[config.mk]
export PLATFORM = sky130hd
export DESIGN_NAME = clock_run_ctrl
export DESIGN_NICKNAME = d
export VERILOG_FILES = /design/src/rtl/clock_ctrl_pkg.sv /design/src/rtl/clock_run_ctrl_sat_counter.sv /design/src/rtl/clock_run_ctrl.sv
export SDC_FILE = /design/constraint.sdc
export NUM_CORES = 1
export LEC_CHECK = 0
export ABC_AREA = 1
export BUFFER_PORTS_ARGS = -buffer_cell sky130_fd_sc_hd__buf_4
export CAP_MARGIN = 15
export CORE_AREA = 5 5 117 86
export CTS_CLUSTER_DIAMETER = 120
export DETAILED_ROUTE_END_ITERATION = 8
export DIE_AREA = 0 0 122 91
export SLEW_MARGIN = 40
export SYNTH_ARGS = -nofsm -noshare
export SYNTH_HDL_FRONTEND = slang
export SYNTH_SLANG_ARGS = --single-unit
[constraint.sdc]
create_clock -name clk -period 4.5 [get_ports clk]
set_clock_uncertainty 0.2 [all_clocks]
set_input_delay 0.675 -clock clk [delete_from_list [all_inputs] [get_ports clk]]
set_output_delay 0.675 -clock clk [all_outputs]
set_load 0.01 [all_outputs]
[src/rtl/clock_ctrl_pkg.sv]
// ============================================================================
// clock_ctrl_pkg
// Shared state encoding and default widths for the clock run controller.
// Revision: 1.0
// ============================================================================
`default_nettype none

package clock_ctrl_pkg;

  localparam int DEF_CNT_W  = 16;
  localparam int DEF_PERF_W = 32;

  typedef enum logic [1:0] {
    ST_WAIT = 2'd0,
    ST_IDLE = 2'd1,
    ST_RUN  = 2'd2,
    ST_STEP = 2'd3
  } state_t;

endpackage

`default_nettype wire

[src/rtl/clock_run_ctrl_sat_counter.sv]
// ============================================================================
// sat_counter
// Up-counter that holds at all-ones instead of wrapping; cleared by reset.
// Revision: 1.0
// ============================================================================
`default_nettype none

module sat_counter #(
  parameter int WIDTH = 32
) (
  input  logic             clk,
  input  logic             rst_n,
  input  logic             inc,
  output logic [WIDTH-1:0] count
);

  logic [WIDTH-1:0] r_count;
  logic             w_full;

  assign w_full = &r_count;

  always_ff @(posedge clk or negedge rst_n) begin
    if (!rst_n) begin
      r_count <= '0;
    end else if (inc && !w_full) begin
      r_count <= r_count + WIDTH'(1);
    end
  end

  assign count = r_count;

endmodule

`default_nettype wire

[src/rtl/clock_run_ctrl.sv]
// ============================================================================
// clock_run_ctrl
// Run / halt / single-step arbiter producing the clock generator enable.
// Revision: 1.0
// ============================================================================
`default_nettype none

module clock_run_ctrl
  import clock_ctrl_pkg::*;
#(
  parameter int CNT_W       = DEF_CNT_W,
  parameter int STARTUP_DLY = 4,
  parameter int PERF_W      = DEF_PERF_W
) (
  input  logic              clk,
  input  logic              rst_n,
  input  logic              run_req,
  input  logic              step_req,
  input  logic [CNT_W-1:0]  step_count,
  input  logic              halt_req,
  input  logic              cpu_halt,
  output logic              clk_en,
  output logic              busy,
  output logic              done,
  output logic [1:0]        state,
  output logic [PERF_W-1:0] cycle_count
);

  localparam int                 c_dly_w    = $clog2(STARTUP_DLY + 1);
  localparam logic [c_dly_w-1:0] c_dly_init = c_dly_w'(STARTUP_DLY);

  state_t             r_state,     w_state_nxt;
  logic [CNT_W-1:0]   r_remaining, w_remaining_nxt;
  logic [c_dly_w-1:0] r_startup,   w_startup_nxt;
  logic               r_done,      w_done_nxt;
  logic               w_abort;

  assign w_abort = halt_req | cpu_halt;

  always_ff @(posedge clk or negedge rst_n) begin
    if (!rst_n) begin
      r_state     <= ST_WAIT;
      r_remaining <= '0;
      r_startup   <= c_dly_init;
      r_done      <= 1'b0;
    end else begin
      r_state     <= w_state_nxt;
      r_remaining <= w_remaining_nxt;
      r_startup   <= w_startup_nxt;
      r_done      <= w_done_nxt;
    end
  end

  always_comb begin
    w_state_nxt     = r_state;
    w_remaining_nxt = r_remaining;
    w_startup_nxt   = r_startup;
    w_done_nxt      = 1'b0;
    case (r_state)
      ST_WAIT: begin
        w_startup_nxt = r_startup - c_dly_w'(1);
        if (r_startup == c_dly_w'(1)) begin
          w_state_nxt = ST_IDLE;
        end
      end
      ST_IDLE: begin
        // A run request blocked by cpu_halt still wins priority over step.
        if (halt_req) begin
          w_state_nxt = ST_IDLE;
        end else if (run_req) begin
          if (!cpu_halt) begin
            w_state_nxt = ST_RUN;
          end
        end else if (step_req) begin
          if (step_count == '0) begin
            w_done_nxt = 1'b1;
          end else begin
            w_state_nxt     = ST_STEP;
            w_remaining_nxt = step_count;
          end
        end
      end
      ST_RUN: begin
        if (w_abort) begin
          w_state_nxt = ST_IDLE;
          w_done_nxt  = 1'b1;
        end
      end
      ST_STEP: begin
        if (w_abort || (r_remaining == CNT_W'(1))) begin
          w_state_nxt     = ST_IDLE;
          w_remaining_nxt = '0;
          w_done_nxt      = 1'b1;
        end else begin
          w_remaining_nxt = r_remaining - CNT_W'(1);
        end
      end
      default: begin
        w_state_nxt = ST_WAIT;
      end
    endcase
  end

  assign clk_en = (r_state == ST_RUN) || (r_state == ST_STEP);
  assign busy   = (r_state != ST_IDLE);
  assign done   = r_done;
  assign state  = r_state;

  sat_counter #(
    .WIDTH (PERF_W)
  ) u_cycle_cnt (
    .clk   (clk),
    .rst_n (rst_n),
    .inc   (clk_en),
    .count (cycle_count)
  );

endmodule

`default_nettype wire

**Yosys cells after proc, flatten, opt, wreduce, memory -nomap -nowiden**

Index checks and enable logic that the tools add are counted.

- Register bits after elaboration: 54
- Input port bits: 22
- Output and inout port bits: 37

- $add $sub $neg: 3
- Equal/unequal tests: 16
- Mux-type cells: 22
- Bitwise gates (word level): 1
- Reductions and logical operators: 10

Operators with widths:

| operator | count |
|---|---|
| 2-to-1 mux 16 bit | 5 |
| adder 32 x 1 -> 32 bit, second input constant | 1 |
| one-hot mux 16 bit (2 select lines) | 1 |
| AND reduction 32 bit | 1 |
| == test 16 x 1 -> 1 bit, second input constant | 1 |
| zero test 16 bit | 1 |
| 2-to-1 mux 2 bit | 8 |
| subtractor 16 x 1 -> 16 bit, second input constant | 1 |
| inequality test 2 bit, second input constant | 7 |
| inequality test 4 bit, second input constant | 3 |
| one-hot mux 2 bit (4 select lines) | 1 |
| 2-to-1 mux 1 bit | 6 |
| AND reduction 6 bit | 1 |
| AND reduction 5 bit | 1 |
| == test 2 bit, second input constant | 2 |
| == test 3 x 1 -> 1 bit, second input constant | 1 |
| one-hot mux 1 bit (3 select lines) | 1 |
| subtractor 3 x 1 -> 3 bit, second input constant | 1 |
| == test 2 x 1 -> 1 bit, second input constant | 1 |
| zero test 2 bit | 1 |
| logical OR 1 bit | 2 |
| inequality test 2 x 1 -> 1 bit, second input constant | 1 |
| nonzero test 2 bit | 1 |
| logical AND 1 bit | 1 |
| 2 further kinds | 2 |

**Logic depth before layout (Yosys ltp)**

Gate-level depths: netlist of the first run.

- Word-level depth: 6
- Depth in mapped cells: 12

**Modules after synthesis**

From an unflattened synthesis of the first run, not the netlist that was laid out.

- Cell total of the unflattened synthesis: 602
- Area, all modules: 3885.0 sq um

By module, submodules not included:

| module | instances | cells each | area an instance (sq um) | seq. area each (sq um) |
|---|---|---|---|---|
| sat_counter | 1 | 341 | 2143.3 | 800.8 |
| clock_run_ctrl | 1 | 261 | 1741.7 | 551.8 |

**Worst setup path before layout of the first run**

No wires, ideal clock.

- Kind: register to register
- From: register u_cycle_cnt.r_count[0], in the netlist u_cycle_cnt.count[0]
- To: register u_cycle_cnt.r_count[6], in the netlist u_cycle_cnt.count[6]
- Data arrival time: 1.789 ns
- Data required time: 4.177 ns
- Slack: 2.388 ns
- Cell stages (with the launch flop): 13
- Path buffers: 2
- Clock period less this slack: 2.112 ns
- Path through: dfrtp_1 > ha_1 > nand3_2 > nor2_4 > nand3_2 > nor2_4 > nand2_1 > nand2_2 > inv_2 > buf_6 > buf_6 > nand3_1 > nand2_1

- Longest elaborated chain between the ends: 3
- Elaborated cells on any way between the ends: 4
- Classes of those cells: 1 x add/sub; 3 x reduce/logical

RTL lines:

| element | RTL line | RTL |
|---|---|---|
| from (decl) | clock_run_ctrl_sat_counter.sv:17 | `logic [WIDTH-1:0] r_count;` |
| from (signal assigned) | clock_run_ctrl_sat_counter.sv:26 | `r_count <= r_count + WIDTH'(1);` |
| parallel branches: the longest is 3 deep, another holds adder 32 x 1 -> 32 bit | - |  |

Several ways; the timed one is not identified.
A chain may end at the register's enable or synchronous reset.

**Worst setup path after layout of the first run**

- From: register u_cycle_cnt.r_count[0], in the netlist u_cycle_cnt.count[0]
- To: register u_cycle_cnt.r_count[14], in the netlist u_cycle_cnt.count[14]

Same word-level chain as after synthesis.

==> reports/metrics.cfg, run 1 <==
[cts]
holdBufCountCts=0
clkSinkCount=54
cts_tree=built
clk_latency_ps=290
h-tree-depth=2
clockBufferDepth=2
clk_pin_slew_worst_paths_ps=70
cts_resized=0
cts-buffers-inserted=5
post_cts_buffers=0
root_buffer=clkbuf_16

[global_route]
antenna_found_initial=0
grt_pass1_vias=3383
gr-total-overflow=0
grt_usage_pct=18.8
grt_first_pass_wirelength_mm=16.9
grt_max_degree=55

[setup_path]
path_class=flop to flop
cp-start-kind=flop
reg2reg_slack_ps=1730
critPathMaxFanout=39
slowest_delay_ps=500
critPathCaptureType=flop
crit_arrival_ps=2730
crit_chain=ha_1 -> nand3_2 -> nor2_4 -> nand3_2 -> nor2_4 -> nand2_1 -> nand2_2 -> inv_2 -> nand2_1 -> o21ai_0
crit_required_ps=4450
cpMaxStageDelayCell=dfrtp_1

[floorplanning]
die-area_um2=11100
floorplan.initialDensity_pct=40.9
io_pins=59
rows=29
die_y_um=91
core_um2=8820
die_x_um=122

[placement]
dpl.hpwl_mm=7.86
gp_congestion=0.929
portBuffers=58
place_area_um2=4130

[logic_synthesis]
synth_area_leader_cell=dfrtp_1
syn_area_per_cell_um2=6.49
synth-edff-count=0
ys_seq_area_share_pct=37.5
syn_inst=556
synth_top_area_share_pct=36.8
yosys_warnings=0
synthTopCellsByArea=dfrtp_1 37%, nand2_1 23%, nor2_1 8.4%, o21ai_0 5.8%, inv_1 5.0%
synth_flop_cell=dfrtp_1
syn_nets=583
synth.most_common_cell=nand2_1
ys_ff_latch=54
ys_top_cells_by_count=224 x nand2_1, 81 x nor2_1, 53 x dfrtp_1
syn_area_um2=3610
synth.distinct_cells=27
ys_async_sr_fraction_pct=100

[detailed_routing]
wire_per_inst_um=14.0
num_vias=3689
routed_via_density=5.02
dr.pass1.iters=5
first_iter_violations=270
drc_errors=0
ant_nets=0
totalWireLength_mm=10.3

[cells_and_area]
multiInputGateArea_um2=1990
fill_cells=941
final_cell_area_um2=4320
diodes=0
fin_util_pct=49.0
nNetsFinal=637
seq_area_um2=1350
layout-drive-gt1-share_pct=12.8
syn2layout_area_growth_pct=19.7

[pwr]
max-vdd-ir-drop_v=0.000233
power.density_nw_per_um2=448
p_leak_nw=2.03

[worst_hold_path]
hold_path.class=input pin to async pin

[sta]
period_share_pct=61.6
hold_viol_final=0
slew_violations=0
rsz0062_at_grt=no
period_minus_slack_ps=2770
setup_tns_ps=0
setup_viol=0
holdWs_ps=98.1
worst_pin_slew_ps=796
max_freq_mhz=360
slew_headroom_pct=46.6

[outcome]
status=complete, no violations

[run]
cap_violations=0

-- metal layers --
| layer | global-route usage (%) | vias to the layer above | wire length [um] |
|---|---|---|---|
| li1 | - | 1851 | - |
| met1 | 31.4 | 1716 | 5440 |
| met2 | 25.9 | 116 | 4110 |
| met3 | 2.48 | 6 | 698 |
| met4 | 2.89 | 0 | 56 |
| met5 | 0 | - | 0 |
-- layout by cell type, fill, tap and decap left out, types with 7 or more instances in the layout --
master	netlist	final
o21ai_0	42	42
nand2_1	224	224
nand3_1	31	31
xnor2_1	7	7
inv_1	48	48
nor2_1	81	81
buf_4	0	59
nor3_1	9	9
xor2_1	16	16
dfrtp_1	53	53
-- final timing paths --
check / startpoint / endpoint / depth (start not counted)
worst max-delay path: u_cycle_cnt.count[0]$_DFFE_PN0P_ / u_cycle_cnt.count[14]$_DFFE_PN0P_ / 10
worst min-delay path: rst_n / r_remaining[13]$_DFFE_PN0P_ / 1
worst max register to register: u_cycle_cnt.count[0]$_DFFE_PN0P_ / u_cycle_cnt.count[14]$_DFFE_PN0P_ / 10
worst min register to register: r_startup[0]$_DFFE_PN0P_ / r_startup[0]$_DFFE_PN0P_ / 1
max in group asynchronous: rst_n / u_cycle_cnt.count[3]$_DFFE_PN0P_ / 2
min in group clk: r_startup[0]$_DFFE_PN0P_ / r_startup[0]$_DFFE_PN0P_ / 1
-- cell families (layout without fill, tap and decap cells) --
group / Yosys count / in the layout / synth area share (%)
adder cells (fa/ha/maj): 5 / 5 / 1.73
XOR/XNOR: 23 / 23 / 5.59
AO/OA/AOI/OAI: 50 / 50 / 7.11
AND/OR/NAND/NOR: 361 / 361 / 40.8
buffers and inverters: 63 / 118 / 7.22
flip-flops: 54 / 54 / 37.5
-- power breakdown --
part	internal, mW	switching, mW	total, mW
Clock	0.263	0.181	0.444
Sequential	0.602	0.139	0.741
Combinational	0.267	0.484	0.751
Total	1.13	0.804	1.94
-- registers in the layout (all words and copies together) (netlist names) --
signal             count
r_remaining           16
state                  2
r_startup              3
u_cycle_cnt.count     32
done                   1
-- cell type report --
class	instances	share of cell area, %
Inverter	50	4.35
Clock inverter	2	0.869
Multi-Input combinational cell	439	46.2
Timing Repair Buffer	60	10.7
Sequential cell	54	31.3
Clock buffer	6	2.98
Tap cell	124	3.59
-- per-stage QoR --
| stage | instances | power (mW) | worst slack (ps) |
|---|---|---|---|
| CTS | 734 | 1.95 | 1730 |
| floorplan | 556 | 1.27 | 2390 |
| global route | 735 | 2.10 | 1450 |
| finish | 735 | 1.94 | 1730 |
| global placement | 726 | 1.48 | 1890 |
| detailed placement | 726 | 1.50 | 1760 |
-- worst max-delay path, delay by kind of cell (launching register included) --
kind            cells  cell delay [ps]
simple gates        7             1160
flops               1              500
buf+inv             1              360
fa+ha+maj           1              300
compound gates      1               90
Note: power is estimated with default switching activity, not from simulation.
==> run 2: changes to the inputs <==
--- a/config.mk
+++ b/config.mk
@@ -5,13 +5,13 @@
 export SDC_FILE = /design/constraint.sdc
 export NUM_CORES = 1
 export LEC_CHECK = 0
-export ABC_AREA = 1
+export ABC_AREA = 0
 export BUFFER_PORTS_ARGS = -buffer_cell sky130_fd_sc_hd__buf_4
 export CAP_MARGIN = 15
-export CORE_AREA = 5 5 117 86
+export CORE_AREA = 5 5 107 79
 export CTS_CLUSTER_DIAMETER = 120
 export DETAILED_ROUTE_END_ITERATION = 8
-export DIE_AREA = 0 0 122 91
+export DIE_AREA = 0 0 112 84
 export SLEW_MARGIN = 40
 export SYNTH_ARGS = -nofsm -noshare
 export SYNTH_HDL_FRONTEND = slang
==> constraint.sdc (replaced) <==
create_clock -name clk -period 2.35 [get_ports clk]
set_clock_uncertainty 0.2 [all_clocks]
set_input_delay 0.3525 -clock clk [delete_from_list [all_inputs] [get_ports clk]]
set_output_delay 0.3525 -clock clk [all_outputs]
set_load 0.01 [all_outputs]
==> run 2 against run 1 <==
  * Clock power rose by 73%
  * Synthesized cell count fell by 45%
  * Die area fell by 15%
  * Power rose by 72%
  * Final area fell by 12%
  * Hold slack got worse by 11 ps
  * Flip-flop and latch count did not move
  * Maximum frequency rose by 25%
  * Via count fell by 30%
  * Clock-buffer cell count did not move
  * Critical path type unchanged
  * Critical endpoint is now u_cycle_cnt.count[30]$_DFFE_PN0P_
  * Largest cell class unchanged
  * Largest power group is now sequential cells
==> reports/metrics.cfg, run 2 <==
[outcome]
status=complete, no violations

[setup_path]
critPathMaxFanout=7  ; -82%
crit_chain=nand3_2 -> or4_4 -> nor2_1 -> and3_1 -> mux2_1
cp_top_family=simple AND/OR/NAND/NOR gates
slowest_delay_ps=610  ; +110 ps
critPathBufInv=0  ; -1
path_class=flop to flop
cpMaxStageDelayCell=or4_4
crit_required_ps=2340  ; -2110 ps
critPathCaptureType=flop
crit_arrival_ps=2210  ; -520 ps
cp-start-kind=flop

[global_route]
grt_usage_pct=16.2  ; -2.7 points
gr-total-overflow=0  ; unchanged
grt_max_degree=55  ; unchanged
grt_pass1_vias=2474  ; -27%
grt_first_pass_wirelength_mm=12.5  ; -26%
antenna_found_initial=0  ; unchanged

[cells_and_area]
nNetsFinal=407  ; -36%
layout-drive-gt1-share_pct=26.0  ; +13 points
fin_util_pct=50.7  ; +1.8 points
syn2layout_area_growth_pct=26.9
diodes=0  ; unchanged
layout_common_cells=76 x buf_4, 53 x dfrtp_1, 24 x nand2_1
layout_commonest_cell=buf_4
fill_cells=696  ; -26%
largest_register_ffs=32  ; unchanged

[floorplanning]
die_x_um=112  ; -8.2%
floorplan.initialDensity_pct=40.0  ; -0.91 points
io_pins=59  ; unchanged
die_y_um=84  ; -7.7%
die-area_um2=9410  ; -15%
rows=27  ; -6.9%
core_um2=7470  ; -15%

[cts]
cts_tree=built
clkSinkCount=54  ; unchanged
cts-buffers-inserted=5  ; unchanged
cts_resized=0  ; unchanged
clk_latency_ps=300  ; about the same
h-tree-depth=2  ; unchanged
clk_pin_slew_worst_paths_ps=100  ; +30 ps
root_buffer=clkbuf_8
clockBufferDepth=2  ; unchanged

[pwr]
power.density_nw_per_um2=879  ; +96%
max-vdd-ir-drop_v=0.000395  ; +69%
p_leak_nw=1.78  ; -12%

[detailed_routing]
first_iter_violations=210  ; -22%
drc_errors=0  ; unchanged
routed_via_density=5.37  ; +7.0%
ant_nets=0  ; unchanged
wire_per_inst_um=15.4  ; +10%
dr.pass1.iters=4  ; -1
totalWireLength_mm=7.44  ; -28%
num_vias=2588  ; -30%

[sta]
period_minus_slack_ps=2210  ; -562 ps
max_freq_mhz=452  ; +25%
setup_viol=0  ; unchanged
holdWs_ps=86.9  ; -11.2 ps
rsz0062_at_grt=no
worst_pin_slew_ps=702  ; -93.9 ps
hold_viol_final=0  ; unchanged
setup_tns_ps=0  ; unchanged
slew_headroom_pct=53.2  ; +6.6 points
period_share_pct=94.1  ; +32 points
slew_violations=0  ; unchanged

[placement]
dpl.hpwl_mm=5.71  ; -27%
gp_congestion=0.865  ; -6.9%
portBuffers=58  ; unchanged

[logic_synthesis]
synth_flop_cell=dfrtp_1
ys_seq_area_share_pct=45.3  ; +7.8 points
ys_top_cells_by_count=53 x dfrtp_1, 24 x nand2_1, 21 x nor2_1, 21 x xnor2_1, 19 x nand3_1
syn_inst=305  ; -45%
synth_top_area_share_pct=44.4  ; +7.6 points
ys_async_sr_fraction_pct=100  ; unchanged
synth-edff-count=0  ; unchanged
syn_nets=332  ; -43%
synth.most_common_cell=dfrtp_1
yosys_warnings=0  ; unchanged
syn_area_um2=2990  ; -17%
ys_ff_latch=54  ; unchanged
synthTopCellsByArea=dfrtp_1 44%, xnor2_1 6.2%, nand3_1 3.2%, nand2_1 3.0%, nor3_1 2.7%
syn_area_per_cell_um2=9.79  ; +51%
synth_area_leader_cell=dfrtp_1
synth.distinct_cells=58  ; +110%

[run]
cap_violations=0  ; unchanged

[worst_hold_path]
hold_path.class=input pin to flop

==> run 2: path summary, 6_finish.rpt <==
path	from	to	slack, ps	cells past startpoint
worst max-delay path	u_cycle_cnt.count[12]$_DFFE_PN0P_	u_cycle_cnt.count[30]$_DFFE_PN0P_	140	5
worst min-delay path	step_count[4]	r_remaining[4]$_DFFE_PN0P_	90	2
worst max register to register	u_cycle_cnt.count[12]$_DFFE_PN0P_	u_cycle_cnt.count[30]$_DFFE_PN0P_	140	5
worst min register to register	r_startup[2]$_DFFE_PN1P_	r_startup[2]$_DFFE_PN1P_	300	1
max in group asynchronous	rst_n	u_cycle_cnt.count[3]$_DFFE_PN0P_	1050	2
min in group asynchronous	rst_n	r_remaining[8]$_DFFE_PN0P_	420	2
==> run 2: repair_timing <==
item,in CTS,in global routing
setup buffers,0,0
hold buffers,1,0
hold endpoints to repair,53,0
==> run 2: logic make-up (layout without fill, tap and decap cells) <==
group,Yosys count,in the layout,synth area share (%)
buffers and inverters,20,96,2.93
muxes,4,4,1.47
AOI/OAI and AO/OA,61,61,15.4
adders and majority gates,5,5,2.10
DFF,54,54,45.3
and+or+nand+nor,131,131,24.0
xor gates and xnor gates,30,30,8.80
==> run 2: layout make-up <==
type / count / area (um^2) / area share (%)
Clock buffer: 6 / 82.6 / 2.18
Clock inverter: 2 / 60.1 / 1.59
Inverter: 11 / 41.3 / 1.09
Multi-Input combinational cell: 231 / 1550 / 40.8
Sequential cell: 54 / 1350 / 35.7
Tap cell: 101 / 126 / 3.34
Timing Repair Buffer: 77 / 581 / 15.3
==> run 2: where the power goes <==
part / internal [mW] / total [mW] / switching, mW
Combinational: 0.562 / 1.16 / 0.603
Clock: 0.455 / 0.769 / 0.315
Sequential: 1.15 / 1.40 / 0.250
==> run 2: through the flow <==
stage | area (um^2) | setup slack (ps) | instances | power, mW
floorplan | 2990 | 188 | 305 | 2.08
global placement | 3640 | 204 | 473 | 2.56
detailed placement | 3640 | 123 | 473 | 2.58
CTS | 3790 | 131 | 482 | 3.34
global route | 3790 | 14.8 | 482 | 3.56
finish | 3790 | 138 | 482 | 3.33
==> run 2: layer usage <==
metal	routed length, um	share of wire [%]	vias to the layer above	track usage, %
li1	-	-	1276	-
met1	3840	52	1245	25.4
met2	3130	42	60	23.0
met3	414	5.6	7	3.33
met4	57	0.77	0	2.62
met5	0	0	-	0
==> run 3: changes to the inputs <==
--- a/config.mk
+++ b/config.mk
@@ -5,13 +5,13 @@
 export SDC_FILE = /design/constraint.sdc
 export NUM_CORES = 1
 export LEC_CHECK = 0
-export ABC_AREA = 0
+export ABC_AREA = 1
 export BUFFER_PORTS_ARGS = -buffer_cell sky130_fd_sc_hd__buf_4
 export CAP_MARGIN = 15
-export CORE_AREA = 5 5 107 79
-export CTS_CLUSTER_DIAMETER = 120
+export CORE_AREA = 5 5 117 86
+export CTS_CLUSTER_DIAMETER = 200
 export DETAILED_ROUTE_END_ITERATION = 8
-export DIE_AREA = 0 0 112 84
+export DIE_AREA = 0 0 122 91
 export SLEW_MARGIN = 40
 export SYNTH_ARGS = -nofsm -noshare
 export SYNTH_HDL_FRONTEND = slang
==> run 3 against run 2 <==
  * Sequential power about the same
  * Combinational power rose by 30%
  * Core utilization decreased by 1.1 points
  * Register-to-register slack improved by 110 ps
  * Global-route usage increased by 1.9 points
  * Via count is 40% higher
  * Power is 14% higher
  * Clock power up 14%
  * Hold slack gained 62 ps
  * Die area increased by 18%
  * First-iteration DRC count rose by 68%
  * Critical path type unchanged
==> reports/metrics.cfg, run 3 (same netlist as run 1, synthesis figures left out) <==
[pwr]
combPwrFrac_pct=39.8  ; +4.8 points
power.density_nw_per_um2=864  ; -1.7%
switching_share_pct=40.8  ; +5.8 points
clkPwrFrac_pct=23.2  ; about the same
p_sw_mw=1.55  ; +32%
internal-power_mw=2.24  ; +3.6%
p_seq_share_pct=37.0  ; -4.9 points
p_leak_nw=2.07  ; +16%
power_mw=3.78  ; +14%
max-vdd-ir-drop_v=0.000400  ; +1.2%

[detailed_routing]
drc_errors=0  ; unchanged
wire_per_inst_um=13.5  ; -12%
ant_nets=0  ; unchanged
dr.pass1.iters=5  ; +1
totalWireLength_mm=10.0  ; +35%
num_vias=3613  ; +40%
routed_via_density=4.87  ; -9.3%
first_iter_violations=352  ; +68%

[cts]
clk_pin_slew_worst_paths_ps=70  ; -30 ps
clk_latency_ps=300  ; about the same
root_buffer=clkbuf_16
cts-buffers-inserted=5  ; unchanged
clockBufferDepth=2  ; unchanged
post_cts_buffers=0  ; unchanged
h-tree-depth=2  ; unchanged
cts_tree=built
clkSinkCount=54  ; unchanged

[global_route]
grt_first_pass_wirelength_mm=16.1  ; +28%
antenna_found_initial=0  ; unchanged
grt_pass1_vias=3186  ; +29%
gr-total-overflow=0  ; unchanged
grt_usage_pct=18.0  ; +1.9 points
grt_max_degree=55  ; unchanged

[setup_path]
path_class=flop to flop
crit_arrival_ps=2070  ; -140 ps
cp_top_family=simple AND/OR/NAND/NOR gates
critPathMaxFanout=39  ; +32
slowest_delay_ps=390  ; -220 ps
r2r_cells=10  ; +5
cp-start-kind=flop
reg2reg_slack_ps=250  ; +110 ps
rr_startpoint=u_cycle_cnt.count[1]$_DFFE_PN0P_
critPathCaptureType=flop
cpMaxStageDelayCell=dfrtp_1
crit_required_ps=2320  ; -20 ps
crit_chain=ha_2 -> nand3_2 -> nor2_4 -> nand3_2 -> nor2_4 -> nand2_1 -> nand2_2 -> inv_4 -> nand2_1 -> o21ai_0
reg2reg_to=u_cycle_cnt.count[26]$_DFFE_PN0P_
critPathBufInv=1  ; +1

[worst_hold_path]
min-delay-start=step_count[13]
whs_endpoint=r_remaining[13]$_DFFE_PN0P_
hold_path.class=input pin to flop
holdPathStages=5  ; +3

[placement]
gp_congestion=0.927  ; +7.2%
dpl.hpwl_mm=7.66  ; +34%
place_inst=733  ; +55%
pre_cts_ws_ps=109  ; -14.0 ps
portBuffers=58  ; unchanged

[cells_and_area]
fin_util_pct=49.7  ; -1.1 points
layout-drive-gt1-share_pct=13.9  ; -12 points
layout_commonest_cell=nand2_1
nNetsFinal=644  ; +58%
layout_common_cells=224 x nand2_1, 80 x nor2_1, 64 x buf_4
stdcell_count=742  ; +54%
syn2layout_area_growth_pct=21.5
diodes=0  ; unchanged
largest_register_ffs=32  ; unchanged

[sta]
setup_viol=0  ; unchanged
max_freq_mhz=476  ; +5.2%
slew_violations=0  ; unchanged
period_minus_slack_ps=2100  ; -110 ps
rsz0062_at_grt=no
setup_tns_ps=0  ; unchanged
slew_headroom_pct=63.6  ; +10 points
hold_viol_final=0  ; unchanged
fin_ws_ps=248  ; +110 ps
period_share_pct=89.4  ; -4.7 points
worst_pin_slew_ps=544  ; -158 ps

[floorplanning]
io_pins=59  ; unchanged
core_um2=8820  ; +18%
die_x_um=122  ; +8.9%
die-area_um2=11100  ; +18%
rows=29  ; +7.4%
floorplan.initialDensity_pct=40.9  ; +0.91 points
die_y_um=91  ; +8.3%

[run]
cap_violations=0  ; unchanged

[outcome]
status=complete, no violations

run 3: cell count changes in the layout (fill, tap and decap cells not counted), sizes merged, moves of 10 or more:
cell	previous run	this run
buf	76	66
inv	11	50
nand2	24	225
nand3	20	33
nor2	21	84
nor4	10	0
o21ai	17	43
xnor2	21	7
run 3: how the worst max path moves through the flow:
stage	start	end	slack, ps	cells past startpoint
2_1_floorplan	u_cycle_cnt.count[0]$_DFFE_PN0P_	u_cycle_cnt.count[6]$_DFFE_PN0P_	240	12
3_3_place_gp	u_cycle_cnt.count[1]$_DFFE_PN0P_	u_cycle_cnt.count[14]$_DFFE_PN0P_	220	10
3_5_place_dp	u_cycle_cnt.count[1]$_DFFE_PN0P_	u_cycle_cnt.count[26]$_DFFE_PN0P_	110	10
4_1_cts	u_cycle_cnt.count[1]$_DFFE_PN0P_	u_cycle_cnt.count[26]$_DFFE_PN0P_	100	10
5_1_grt	u_cycle_cnt.count[1]$_DFFE_PN0P_	u_cycle_cnt.count[25]$_DFFE_PN0P_	10	10
6_report	u_cycle_cnt.count[1]$_DFFE_PN0P_	u_cycle_cnt.count[26]$_DFFE_PN0P_	250	10
run 3: area by class of cell:
class | count | area, um^2
Clock buffer | 7 | 143
Clock inverter | 1 | 30.0
Fill cell | 906 | 4440
Inverter | 50 | 190
Multi-Input combinational cell | 439 | 2000
Sequential cell | 54 | 1350
Tap cell | 124 | 155
Timing Repair Buffer | 67 | 513
run 3: per-stage QoR:
| step | hold slack, ps | cell area, um^2 |
|---|---|---|
| 3_5_place_dp | 266 | 4180 |
| 5_1_grt | 162 | 4380 |
| 2_1_floorplan | -143 | 3610 |
| 6_report | 148 | 4380 |
| 3_3_place_gp | 260 | 4180 |
| 4_1_cts | 145 | 4370 |
run 3: tightest hold or removal path: stages:
cell and delay [ps]:
buf_4 90, nand2_1 40, nand2_1 50, nand2_1 40, nand2_1 40
run 3: metal layers:
layer | GRT usage (%) | up-vias | part of all wire [%]
met5 | 0 | - | 0
met4 | 3.92 | 0 | 0.89
li1 | - | 1853 | -
met3 | 3.29 | 8 | 6.7
met1 | 30.5 | 1648 | 54
met2 | 23.0 | 104 | 38
run 3: power by group through the flow:
stage	clock, mW	sequential (mW)	combinational, mW
2_1_floorplan	0	1.38	1.05
3_3_place_gp	0	1.41	1.47
3_5_place_dp	0	1.41	1.49
4_1_cts	0.904	1.40	1.50
5_1_grt	0.928	1.44	1.72
6_report	0.880	1.40	1.51
run 3: timing repair:
item / in CTS / in global routing
endpoints found under the setup margin: 0 / 27
hold endpoints to repair: 53 / 0
resized for setup: 0 / 5
hold buffers: 1 / 0
